[src/rtl/lc_event_recorder_if.sv]
// Record readout channel of lc_event_recorder: a valid/ready handshake carrying
// the head record (channel mask, start timestamp and length).
interface lc_event_recorder_if #(
  parameter int N_CHANNELS = 24,
  parameter int TS_WIDTH   = 48
);
  logic                  rec_valid;
  logic                  rec_ready;
  logic [N_CHANNELS-1:0] rec_mask;
  logic [TS_WIDTH-1:0]   rec_ts;
  logic [15:0]           rec_len;

  modport master (output rec_valid, output rec_mask, output rec_ts, output rec_len, input rec_ready);
  modport slave  (input rec_valid, input rec_mask, input rec_ts, input rec_len, output rec_ready);
endinterface

[src/rtl/lc_event_recorder.sv]
// Turns each contiguous local-coincidence interval into one {mask, ts, len} record,
// queues it in a first-word-fall-through FIFO and keeps event/overflow counters.
module lc_event_recorder #(
  parameter int N_CHANNELS = 24,
  parameter int FIFO_DEPTH = 8,
  parameter int TS_WIDTH   = 48
) (
  input  logic                            clk,
  input  logic                            reset_n,
  input  logic                            enable,
  input  logic [TS_WIDTH-1:0]             timestamp,
  input  logic [N_CHANNELS-1:0]           local_coinc,
  lc_event_recorder_if.master             rec,
  output logic [$clog2(FIFO_DEPTH):0]     fifo_count,
  output logic [31:0]                     event_cnt,
  output logic [15:0]                     overflow_cnt
);
  localparam int PW = $clog2(FIFO_DEPTH);
  localparam int CW = PW + 1;

  typedef enum logic [0:0] {ST_IDLE = 1'b0, ST_ACTIVE = 1'b1} state_t;

  state_t                state_r;
  state_t                state_nxt_s;
  logic                  lc_any_s;
  logic                  start_s;
  logic                  extend_s;
  logic                  commit_s;
  logic                  full_s;
  logic                  push_s;
  logic                  pop_s;

  logic [N_CHANNELS-1:0] cur_mask_r;
  logic [TS_WIDTH-1:0]   cur_ts_r;
  logic [15:0]           cur_len_r;

  logic [N_CHANNELS-1:0] mask_mem_r [FIFO_DEPTH];
  logic [TS_WIDTH-1:0]   ts_mem_r   [FIFO_DEPTH];
  logic [15:0]           len_mem_r  [FIFO_DEPTH];
  logic [PW-1:0]         wr_ptr_r;
  logic [PW-1:0]         rd_ptr_r;
  logic [CW-1:0]         count_r;
  logic [31:0]           event_cnt_r;
  logic [15:0]           overflow_cnt_r;

  assign lc_any_s = |local_coinc;

  // FSM state register
  always_ff @(posedge clk or negedge reset_n) begin
    if (!reset_n) begin
      state_r <= ST_IDLE;
    end else begin
      state_r <= state_nxt_s;
    end
  end

  // FSM next-state: stay ACTIVE only while recording is enabled and some channel is set
  always_comb begin
    state_nxt_s = ST_IDLE;
    case (state_r)
      ST_IDLE:   if (enable && lc_any_s) state_nxt_s = ST_ACTIVE; else state_nxt_s = ST_IDLE;
      ST_ACTIVE: if (enable && lc_any_s) state_nxt_s = ST_ACTIVE; else state_nxt_s = ST_IDLE;
      default:   state_nxt_s = ST_IDLE;
    endcase
  end

  // FSM outputs: start, extend or commit the interval in progress
  always_comb begin
    start_s  = 1'b0;
    extend_s = 1'b0;
    commit_s = 1'b0;
    case (state_r)
      ST_IDLE:   if (enable && lc_any_s) start_s = 1'b1; else start_s = 1'b0;
      ST_ACTIVE: if (enable && lc_any_s) extend_s = 1'b1; else commit_s = 1'b1;
      default:   commit_s = 1'b0;
    endcase
  end

  // Interval accumulator; length saturates but the interval keeps running
  always_ff @(posedge clk or negedge reset_n) begin
    if (!reset_n) begin
      cur_mask_r <= {N_CHANNELS{1'b0}};
      cur_ts_r   <= {TS_WIDTH{1'b0}};
      cur_len_r  <= 16'd0;
    end else if (start_s) begin
      cur_mask_r <= local_coinc;
      cur_ts_r   <= timestamp;
      cur_len_r  <= 16'd1;
    end else if (extend_s) begin
      cur_mask_r <= cur_mask_r | local_coinc;
      cur_len_r  <= (cur_len_r == 16'hFFFF) ? cur_len_r : cur_len_r + 16'd1;
    end
  end

  // Fullness uses the registered count, so a same-cycle pop never frees room for the push
  assign full_s = (count_r == CW'(FIFO_DEPTH));
  assign push_s = commit_s & ~full_s;
  assign pop_s  = (count_r != {CW{1'b0}}) & rec.rec_ready;

  // FIFO storage and pointers
  always_ff @(posedge clk or negedge reset_n) begin
    if (!reset_n) begin
      for (int i = 0; i < FIFO_DEPTH; i++) begin
        mask_mem_r[i] <= {N_CHANNELS{1'b0}};
        ts_mem_r[i]   <= {TS_WIDTH{1'b0}};
        len_mem_r[i]  <= 16'd0;
      end
      wr_ptr_r <= {PW{1'b0}};
      rd_ptr_r <= {PW{1'b0}};
      count_r  <= {CW{1'b0}};
    end else begin
      if (push_s) begin
        mask_mem_r[wr_ptr_r] <= cur_mask_r;
        ts_mem_r[wr_ptr_r]   <= cur_ts_r;
        len_mem_r[wr_ptr_r]  <= cur_len_r;
        wr_ptr_r             <= wr_ptr_r + {{(PW-1){1'b0}}, 1'b1};
      end
      if (pop_s) begin
        rd_ptr_r <= rd_ptr_r + {{(PW-1){1'b0}}, 1'b1};
      end
      case ({push_s, pop_s})
        2'b10:   count_r <= count_r + {{(CW-1){1'b0}}, 1'b1};
        2'b01:   count_r <= count_r - {{(CW-1){1'b0}}, 1'b1};
        default: count_r <= count_r;
      endcase
    end
  end

  // Housekeeping counters: events wrap, overflows saturate
  always_ff @(posedge clk or negedge reset_n) begin
    if (!reset_n) begin
      event_cnt_r    <= 32'd0;
      overflow_cnt_r <= 16'd0;
    end else begin
      if (push_s) begin
        event_cnt_r <= event_cnt_r + 32'd1;
      end
      if (commit_s && full_s && (overflow_cnt_r != 16'hFFFF)) begin
        overflow_cnt_r <= overflow_cnt_r + 16'd1;
      end
    end
  end

  assign rec.rec_valid = (count_r != {CW{1'b0}});
  assign rec.rec_mask  = mask_mem_r[rd_ptr_r];
  assign rec.rec_ts    = ts_mem_r[rd_ptr_r];
  assign rec.rec_len   = len_mem_r[rd_ptr_r];
  assign fifo_count    = count_r;
  assign event_cnt     = event_cnt_r;
  assign overflow_cnt  = overflow_cnt_r;
endmodule

[src/flat_wrapper.sv]
// flat-port wrapper written by rule: the top's interface ports become plain ports
module lc_event_recorder_flat 
#(
  parameter int N_CHANNELS = 24,
  parameter int FIFO_DEPTH = 8,
  parameter int TS_WIDTH   = 48
)
  (clk, reset_n, enable, timestamp, local_coinc, fifo_count, event_cnt, overflow_cnt, rec_rec_valid, rec_rec_mask, rec_rec_ts, rec_rec_len, rec_rec_ready);
  lc_event_recorder_if #(.N_CHANNELS(N_CHANNELS), .TS_WIDTH(TS_WIDTH)) rec_i ();
  input  logic clk;
  input  logic reset_n;
  input  logic enable;
  input  logic [TS_WIDTH-1:0] timestamp;
  input  logic [N_CHANNELS-1:0] local_coinc;
  output logic [$clog2(FIFO_DEPTH):0] fifo_count;
  output logic [31:0] event_cnt;
  output logic [15:0] overflow_cnt;
  output wire logic [$bits(rec_i.rec_valid)-1:0] rec_rec_valid;
  output wire logic [$bits(rec_i.rec_mask)-1:0] rec_rec_mask;
  output wire logic [$bits(rec_i.rec_ts)-1:0] rec_rec_ts;
  output wire logic [$bits(rec_i.rec_len)-1:0] rec_rec_len;
  input wire logic [$bits(rec_i.rec_ready)-1:0] rec_rec_ready;
  assign rec_rec_valid = rec_i.rec_valid;
  assign rec_rec_mask = rec_i.rec_mask;
  assign rec_rec_ts = rec_i.rec_ts;
  assign rec_rec_len = rec_i.rec_len;
  assign rec_i.rec_ready = rec_rec_ready;
  lc_event_recorder #(.N_CHANNELS(N_CHANNELS), .FIFO_DEPTH(FIFO_DEPTH), .TS_WIDTH(TS_WIDTH)) u_core (.clk(clk), .reset_n(reset_n), .enable(enable), .timestamp(timestamp), .local_coinc(local_coinc), .rec(rec_i), .fifo_count(fifo_count), .event_cnt(event_cnt), .overflow_cnt(overflow_cnt));
endmodule
[config.mk]
export PLATFORM = sky130hd
export DESIGN_NAME = lc_event_recorder_flat
export DESIGN_NICKNAME = d
export VERILOG_FILES = /design/src/rtl/lc_event_recorder_if.sv /design/src/rtl/lc_event_recorder.sv /design/src/flat_wrapper.sv
export SDC_FILE = /design/constraint.sdc
export NUM_CORES = 1
export LEC_CHECK = 0
export CAP_MARGIN = 25
export CORE_ASPECT_RATIO = 1.1
export CORE_MARGIN = 3
export CORE_UTILIZATION = 56
export DETAILED_ROUTE_END_ITERATION = 12
export PLACE_DENSITY = 0.78
export SYNTH_ARGS = -nofsm -noshare
export SYNTH_HDL_FRONTEND = slang
export SYNTH_SLANG_ARGS = --single-unit
[constraint.sdc]
create_clock -name clk -period 3.3 [get_ports clk]
set_clock_uncertainty 0.05 [all_clocks]
set_input_delay 0.495 -clock clk [delete_from_list [all_inputs] [get_ports clk]]
set_output_delay 0.495 -clock clk [all_outputs]
set_load 0.03 [all_outputs]
==> reports/results.ini, run 1 <==
[global_routing]
grt_pass1_vias=24400
grt_pass1_wl_mm=141
grt_antenna_before_repair=0
grtUsageTotal=0.256
overflow=0
grt_max_degree=90

[route]
drtPass1Iterations=5
remaining_drc_errors=0
antenna_left=0
routedWlPerCell_um=24.8
drt_iter0_drc=1389
drt_wl_total_mm=88.7
vias=22100
vias_per_cell=6.17

[clock_tree]
clock_latency_ps=630
path_clk_slew_ps=60
root_buffer=clkbuf_16
cts_tree=yes
cts_buffers=87
cts_buffer_depth=3
clock_sinks=851
h-tree-depth=3

[critical_path]
worst-path-max-fanout=5
crit_type=reg -> out
worst-endpoint-required_ps=2750
worstSetupStartpointType=register
cp.arrival_ps=2760
critPathCaptureType=output port

[finish]
instances_no_fill=3580
antennaDiodeCount=0
mostFrequentLayoutCell=dfrtp_1
layout_common_cells=dfrtp_1 (848), mux2_2 (683), mux4_2 (176)
fill_cells=4431
layout-drive-gt1-share=0.453
final_nets=2738
syn_to_final_growth_pct=18.5

[timing]
tightest_slew_ps=1010
fin_crit_sh=1.00
maxSlewViolCount=0
setup_viol=1
fmax_ghz=0.302
postLayoutSetupSlackWorst_ps=-8.05
rsz0062_at_grt=true
slew_headroom=0.320
finalCriticalPeriod_ps=3310
hold_violations=0

[yosys]
ys.warnings.count=0
syn_area_um2=37900
synth-edff-count=0
synth_flop_cell=dfrtp_1
avgSynthCellArea_um2=16.0
synthArstFlopShare=1.00
synth.yosys.seq_area_share=0.561
synth_cell_types=49
synthTopCellsByArea=dfrtp_1 (56%), mux2_2 (20%), mux4_2 (10%)
synthCells=2371
synth_top_area_frac=0.561
syn-num-nets=2455
yosys_register_bits=851
synth_top_cell_by_area=dfrtp_1

[die]
initial_core_util=0.568
core.rowCount=99
io_pins=217
die_h_um=279
die_x_um=254
die_area_um2=70900
core_um2=66800

[placement]
gp_congestion=0.821
placedCellCount=3391
place.detailed.hpwl_mm=55.1
port_buffers=216

[worst_hold_path]
hold_path_class=reg -> reg

[power_and_ir_drop]
peakVddDrop_mv=0.731
p_total_w=0.0447
p_per_area_nw_per_um2=995
leakagePower_nw=20.0

[job]
cap_violations=0

[outcome]
failed_checks=negative setup slack
status=finished with violations

[Yosys cell counts, types with 4 or more instances]
master,n
dfrtp_1,851
mux2_2,687
mux4_2,176
mux2_1,160
buf_2,72
clkbuf_1,61
nand2_1,43
nand4_1,39
xor2_1,33
nor4_1,30
a22o_1,24
xnor2_1,22
nand3_1,21
buf_6,17
nor3_1,17
nor2_1,15
buf_1,9
and3_1,8
buf_4,8
ha_1,8
inv_1,8
o21ai_0,6
o31ai_1,5
o211ai_1,4
[cells by family (layout without fill, tap and decap cells)]
group,Yosys count,count (layout),synth area share
multiplexers,1023,1023,0.356
AND/OR/NAND/NOR,201,201,0.0318
flip-flops,851,851,0.561
XOR/XNOR,55,55,0.0127
adder cells (fa/ha/maj),8,8,0.00264
buffers and inverters,176,527,0.0239
AO/OA/AOI/OAI,57,57,0.0117
[through the flow]
stage / setup WS (ps) / utilization / instance area (um^2) / hold WS [ps] / TNS (ps)
after floorplan: 365 / - / 37900 / 149 / 0
after global placement: -495 / 0.624 / 41700 / 404 / -304330
after detailed placement: -490 / 0.624 / 41700 / 408 / -271270
after CTS: -97.0 / 0.671 / 44800 / 387 / -423
after global routing: -65.7 / 0.673 / 44900 / 408 / -324
final: -8.05 / 0.673 / 44900 / 415 / -8.05
[timing repair]
item                                    4_1_cts  5_1_grt
buffers inserted                             15        7
pin swaps                                     0        0
hold buffers                                  1        0
hold endpoints to repair                     61        0
gates cloned                                  5        4
endpoints found under the setup margin       81       43
resized for setup                           219       56
[path summary, 6_finish.rpt]
check / start / end / slack [ps] / depth (start not counted)
max in group asynchronous: reset_n / u_core.ts_mem_r[0]$_DFFE_PN0P_ / 1740 / 3
min in group asynchronous: reset_n / u_core.ts_mem_r[190]$_DFFE_PN0P_ / 430 / 2
worst min register to register: u_core.event_cnt[31]$_DFFE_PN0P_ / u_core.event_cnt[31]$_DFFE_PN0P_ / 410 / 1
worst max-delay path: u_core.rd_ptr_r[0]$_DFFE_PN0P_ / rec_rec_ts[27] / -8 / 8
worst min-delay path: u_core.event_cnt[31]$_DFFE_PN0P_ / u_core.event_cnt[31]$_DFFE_PN0P_ / 410 / 1
worst max register to register: u_core.fifo_count[1]$_DFFE_PN0P_ / u_core.fifo_count[2]$_DFFE_PN0P_ / 500 / 10
[worst max-delay path: stages, from the launching register on]
cell,delay (ps)
dfrtp_4,520
buf_12,160
buf_12,140
buf_12,140
buf_16,140
buf_12,130
mux4_2,400
mux2_2,290
buf_2,180
[sequential cells by signal, summed over array words and instances (netlist names)]
| register | cells |
|---|---|
| u_core.event_cnt | 32 |
| u_core.wr_ptr_r | 3 |
| u_core.mask_mem_r | 192 |
| u_core.ts_mem_r | 384 |
| u_core.state_r | 1 |
| u_core.cur_len_r | 16 |
| u_core.fifo_count | 4 |
| u_core.cur_ts_r | 48 |
| u_core.len_mem_r | 128 |
| u_core.rd_ptr_r | 3 |
| u_core.overflow_cnt | 16 |
| u_core.cur_mask_r | 24 |
[metal layers]
layer,routed length [um],track usage,vias to the layer above
met5,0,0,-
met2,45900,0.445,511
li1,-,-,9457
met3,3440,0.0359,139
met4,2380,0.0826,0
met1,37000,0.336,12000
[power by group]
group	internal (W)	leakage (nW)	switching (W)
sequential	0.0144	10.6	0.00254
clock	0.00585	1.42	0.00402
combinational	0.00965	7.98	0.00826
total	0.0299	20.0	0.0148
[area by class of cell]
| class | count | area (um^2) | share of cell area |
|---|---|---|---|
| clock buffers | 132 | 2610 | 0.0581 |
| clock inverters | 25 | 283 | 0.00629 |
| inverters | 9 | 33.8 | 0.000752 |
| multi-input cells | 1344 | 15800 | 0.351 |
| flip-flops and latches | 851 | 21300 | 0.474 |
| well taps | 858 | 1070 | 0.0239 |
| repair buffers | 361 | 3880 | 0.0863 |
Power figures use the tool's default switching activity.
==> run 2: changes to the inputs <==
Settings changed: PLACE_DENSITY 0.78 to 0.76.
==> run 2 against run 1 <==
The run now ends clean; first-iteration DRC count is 12% higher; wire length is 2.1% lower; critical path depth is 3 lower; total power is 1.1% lower; via count is 1.0% lower; setup slack better by 22 ps; sequential share of layout area is 0.41 points higher; clock power hardly changed; flip-flop and latch count stayed put; global-route usage is 0.42 points lower; worst hold slack worse by 61 ps; largest power group unchanged; highest routed layer unchanged.
==> reports/results.ini, run 2 (synthesis results as in run 1) <==
[clock_tree]
clock_sinks=851  ; unchanged
cts_buffers=88  ; +1.1%
h-tree-depth=3  ; unchanged
path_clk_slew_ps=60  ; about the same
cts_buffer_depth=3  ; unchanged
root_buffer=clkbuf_16
clock_latency_ps=650  ; +20 ps
cts_tree=yes

[timing]
setup_viol=0  ; -1
fmax_ghz=0.304  ; +0.68%
finalCriticalPeriod_ps=3290  ; -22.5 ps
whs_ps=354  ; -60.6 ps
slew_headroom=0.417  ; +0.0965
fin_crit_sh=0.996  ; -0.00681
postLayoutSetupSlackWorst_ps=14.4  ; +22.5 ps
tightest_slew_ps=875  ; -135 ps
maxSlewViolCount=0  ; unchanged
rsz0062_at_grt=true
hold_violations=0  ; unchanged

[route]
vias_per_cell=6.15  ; -0.22%
antenna_left=0  ; unchanged
drtPass1Iterations=5  ; unchanged
drt_wl_total_mm=86.8  ; -2.1%
drt_iter0_drc=1558  ; +12%
vias=21900  ; -1.0%
routedWlPerCell_um=24.4  ; -1.4%
remaining_drc_errors=0  ; unchanged

[critical_path]
critPathCaptureType=output port
crit_start=u_core.rd_ptr_r[1]$_DFFE_PN0P_
cp.arrival_ps=2740  ; -20 ps
worst-endpoint-required_ps=2750  ; about the same
r2r_start=u_core.fifo_count[1]$_DFFE_PN0P_
crit_type=reg -> out
worstSetupStartpointType=register
worst-path-max-fanout=64  ; +59

[outcome]
status=complete, no violations

[job]
cap_violations=0  ; unchanged

[global_routing]
grt_pass1_wl_mm=139  ; -1.6%
grt_pass1_vias=24000  ; -1.8%
grt_antenna_before_repair=0  ; unchanged
grtUsageTotal=0.252  ; -0.00416
grt_max_degree=152  ; +69%
overflow=0  ; unchanged

[power_and_ir_drop]
peakVddDrop_mv=0.773  ; +5.7%
p_total_w=0.0442  ; -1.1%
leakagePower_nw=19.8  ; -0.96%
p_per_area_nw_per_um2=992  ; -0.27%

[die]
die_area_um2=70900  ; unchanged
die_h_um=279  ; unchanged
core.rowCount=99  ; unchanged
die_x_um=254  ; unchanged
initial_core_util=0.568  ; unchanged
core_um2=66800  ; unchanged
io_pins=217  ; unchanged

[finish]
regMostFlops=u_core.ts_mem_r
syn_to_final_growth_pct=17.4
mostFrequentLayoutCell=dfrtp_1
largest_reg_flops=384  ; unchanged
layout-drive-gt1-share=0.440  ; -0.0127
instances_no_fill=3552  ; -0.78%
layout_common_cells=dfrtp_1 (848), mux2_2 (687), mux4_2 (176)
reg_top3=u_core.ts_mem_r (384), u_core.mask_mem_r (192), u_core.len_mem_r (128)
final_nets=2704  ; -1.2%
postLayoutCoreUtil=0.667  ; -0.00572
antennaDiodeCount=0  ; unchanged

[placement]
place.detailed.hpwl_mm=53.6  ; -2.7%
gp_congestion=0.834  ; +1.6%
pre_cts_ws_ps=-255  ; +235 ps
port_buffers=216  ; unchanged
placedCellCount=3379  ; -0.35%

[worst_hold_path]
hold_path_class=in -> async

## run 2: cell count changes in the layout (fill, tap and decap cells not counted), sizes merged
cell           previous run  this run
clkbuf                  147       137
bufinv                    5         6
dlygate4sd2              16        33
clkdlybuf4s15             9         0
inv                      11        13
buf                     192       163
clkinv                   14        16
clkinvlp                  4         2
## run 2: worst max-delay path: stages, from the launching register on
cell and delay (ps):
dfrtp_4 460, buf_12 370, buf_6 340, mux4_2 360, mux2_2 320, buf_4 180
## run 2: final cells by class
class | instances | area [um^2]
Fill cell | 4523 | 22200
Tap cell | 858 | 1070
Clock buffer | 136 | 2620
Timing Repair Buffer | 326 | 3440
Inverter | 9 | 33.8
Sequential cell | 851 | 21300
Multi-Input combinational cell | 1344 | 15700
Clock inverter | 28 | 344
## run 2: power by group
part | internal [W] | switching [W] | leakage, nW
Clock | 0.00596 | 0.00411 | 1.46
Sequential | 0.0144 | 0.00246 | 10.6
Combinational | 0.00923 | 0.00805 | 7.75
## run 2: metrics by stage
step	TNS, ps	cell area (um^2)
6_report	0	44600
5_1_grt	-433	44600
4_1_cts	0	44500
3_5_place_dp	-83930	41400
3_3_place_gp	-49950	41400
2_1_floorplan	0	37900
## run 2: path summary, 6_finish.rpt
kind,slack [ps],to,cells past startpoint
worst max-delay path,10,rec_rec_len[3],5
worst min-delay path,350,u_core.cur_mask_r[9]$_DFFE_PN0P_,2
worst max register to register,600,u_core.fifo_count[2]$_DFFE_PN0P_,10
worst min register to register,430,u_core.len_mem_r[38]$_DFFE_PN0P_,1
max in group asynchronous,1570,u_core.event_cnt[5]$_DFFE_PN0P_,3
min in group clk,420,u_core.cur_ts_r[21]$_DFFE_PN0P_,2
## run 2: metal layers
metal | wire length, um | global-route usage | part of all wire
met4 | 1800 | 0.0678 | 0.021
met5 | 0 | 0 | 0
met3 | 3670 | 0.0389 | 0.042
met2 | 45100 | 0.436 | 0.52
met1 | 36300 | 0.335 | 0.42
## run 2: timing repair
action / CTS / global route
resized for setup: 43 / 3
setup buffers: 4 / 0
hold buffers: 1 / 0
endpoints found under the setup margin: 60 / 31
hold endpoints to repair: 43 / 0
gates cloned: 3 / 1
==> run 3: changes to the inputs <==
Settings changed: SETUP_SLACK_MARGIN set to 0.5.
==> run 3 against run 2 <==
Sequential power is essentially flat; total power grew 8.7%; sequential share of layout area shrank 2.0 points; core utilization grew 3.0 points; combinational power grew 20%; critical path type unchanged; maximum frequency grew 3.0%; final area grew 4.4%; final cell count grew 2.1%; global-route usage grew 1.0 points; critical path depth grew 2; critical endpoint is now rec_rec_len[11]; clock power is essentially flat.
==> reports/results.ini, run 3 (synthesis results as in run 1) <==
[critical_path]
crit_type=reg -> out
worst-path-max-fanout=5  ; -92%
cp.arrival_ps=2640  ; -100 ps
r2r_setup_slack_ps=670  ; +70 ps
critPathCaptureType=output port
worstSetupStartpointType=register
worst-endpoint-required_ps=2750  ; about the same

[timing]
finalCriticalPeriod_ps=3190  ; -97.1 ps
maxSlewViolCount=0  ; unchanged
slew_headroom=0.484  ; +0.0670
rsz0062_at_grt=true
fin_crit_sh=0.966  ; -0.0294
hold_violations=0  ; unchanged
setup_viol=0  ; unchanged
tightest_slew_ps=768  ; -106 ps
fmax_ghz=0.314  ; +3.0%

[power_and_ir_drop]
leakagePower_nw=20.8  ; +5.0%
p_total_w=0.0481  ; +8.7%
peakVddDrop_mv=0.935  ; +21%
p_per_area_nw_per_um2=1030  ; +4.1%

[clock_tree]
clock_latency_ps=640  ; about the same
path_clk_slew_ps=70  ; about the same
h-tree-depth=3  ; unchanged
cts_buffer_depth=3  ; unchanged
cts_buffers=87  ; -1.1%
cts_tree=yes
clock_sinks=851  ; unchanged
root_buffer=clkbuf_16

[finish]
syn_to_final_growth_pct=22.6
largest_reg_flops=384  ; unchanged
antennaDiodeCount=0  ; unchanged
reg_top3=u_core.ts_mem_r (384), u_core.mask_mem_r (192), u_core.len_mem_r (128)
layout-drive-gt1-share=0.473  ; +0.0323
layout_common_cells=dfrtp_1 (846), mux2_2 (618), mux4_2 (176)
fill_cells=4253  ; -6.0%
postLayoutCoreUtil=0.697  ; +0.0295
regMostFlops=u_core.ts_mem_r
mostFrequentLayoutCell=dfrtp_1
final_nets=2781  ; +2.8%

[die]
die_x_um=254  ; unchanged
core_um2=66800  ; unchanged
core.rowCount=99  ; unchanged
die_area_um2=70900  ; unchanged
die_h_um=279  ; unchanged
io_pins=217  ; unchanged
initial_core_util=0.568  ; unchanged

[route]
antenna_left=0  ; unchanged
vias=22400  ; +2.3%
drtPass1Iterations=5  ; unchanged
remaining_drc_errors=0  ; unchanged
routedWlPerCell_um=25.1  ; +2.7%
vias_per_cell=6.17  ; +0.23%
drt_wl_total_mm=91.0  ; +4.9%
drt_iter0_drc=1600  ; +2.7%

[global_routing]
grt_antenna_before_repair=0  ; unchanged
grt_max_degree=114  ; -25%
grtUsageTotal=0.262  ; +0.0101
overflow=0  ; unchanged
grt_pass1_vias=24800  ; +3.4%
grt_pass1_wl_mm=144  ; +3.9%

[placement]
port_buffers=216  ; unchanged
gp_congestion=0.841  ; +0.88%
place.detailed.hpwl_mm=53.6  ; about the same

[outcome]
status=complete, no violations

[job]
cap_violations=0  ; unchanged

[worst_hold_path]
hold_path_class=in -> async

run 3: through the flow:
| stage | cell area, um^2 | hold WS [ps] | std cells | setup slack [ps] | setup TNS (ps) |
|---|---|---|---|---|---|
| after floorplan | 38000 | 149 | 2371 | 536 | 0 |
| after global placement | 41800 | 404 | 3383 | -192 | -36500 |
| after detailed placement | 41800 | 416 | 3383 | -140 | -12210 |
| after CTS | 46000 | 354 | 3610 | 26.5 | 0 |
| after global routing | 46500 | 389 | 3626 | 59.4 | 0 |
| final | 46500 | 366 | 3626 | 111 | 0 |
run 3: final timing paths:
path | startpoint | to | cells past startpoint
setup / recovery | u_core.rd_ptr_r[0]$_DFFE_PN0P_ | rec_rec_len[11] | 7
hold / removal | reset_n | u_core.event_cnt[31]$_DFFE_PN0P_ | 2
setup reg to reg | u_core.fifo_count[1]$_DFFE_PN0P_ | u_core.fifo_count[3]$_DFFE_PN0P_ | 9
hold reg to reg | u_core.event_cnt[31]$_DFFE_PN0P_ | u_core.event_cnt[31]$_DFFE_PN0P_ | 1
max in group asynchronous | reset_n | u_core.mask_mem_r[132]$_DFFE_PN0P_ | 4
min in group clk | u_core.event_cnt[31]$_DFFE_PN0P_ | u_core.event_cnt[31]$_DFFE_PN0P_ | 1
run 3: final cells by class:
| type | count | area [um^2] | share of cell area |
|---|---|---|---|
| Sequential cell | 851 | 21300 | 0.458 |
| Clock buffer | 129 | 2660 | 0.0572 |
| Inverter | 9 | 33.8 | 0.000726 |
| Timing Repair Buffer | 404 | 5050 | 0.108 |
| Clock inverter | 31 | 383 | 0.00823 |
| Multi-Input combinational cell | 1344 | 16000 | 0.344 |
| Tap cell | 858 | 1070 | 0.0231 |
run 3: metal layers:
metal | vias up | track usage | part of all wire
met5 | - | 0 | 0
met3 | 137 | 0.0366 | 0.043
met1 | 12100 | 0.361 | 0.43
met4 | 0 | 0.0801 | 0.024
li1 | 9559 | - | -
met2 | 544 | 0.439 | 0.51
run 3: what timing repair did:
item	4_1_cts	5_1_grt
endpoints found under the setup margin	89	345
hold endpoints to repair	34	0
hold buffers	1	0
pin swaps	0	1
resized for setup	460	186
cloned	14	2
setup buffers	52	14
run 3: report_power, final:
part           switching (W)  internal (W)
Sequential           0.00257        0.0144
Combinational        0.00896        0.0119
Clock                0.00406       0.00621
run 3: worst max-delay path: stages, from the launching register on:
cell     delay, ps
dfrtp_4        540
buf_4          170
buf_6          130
buf_16         140
buf_4          130
mux4_2         420
mux2_4         300
buf_4          170
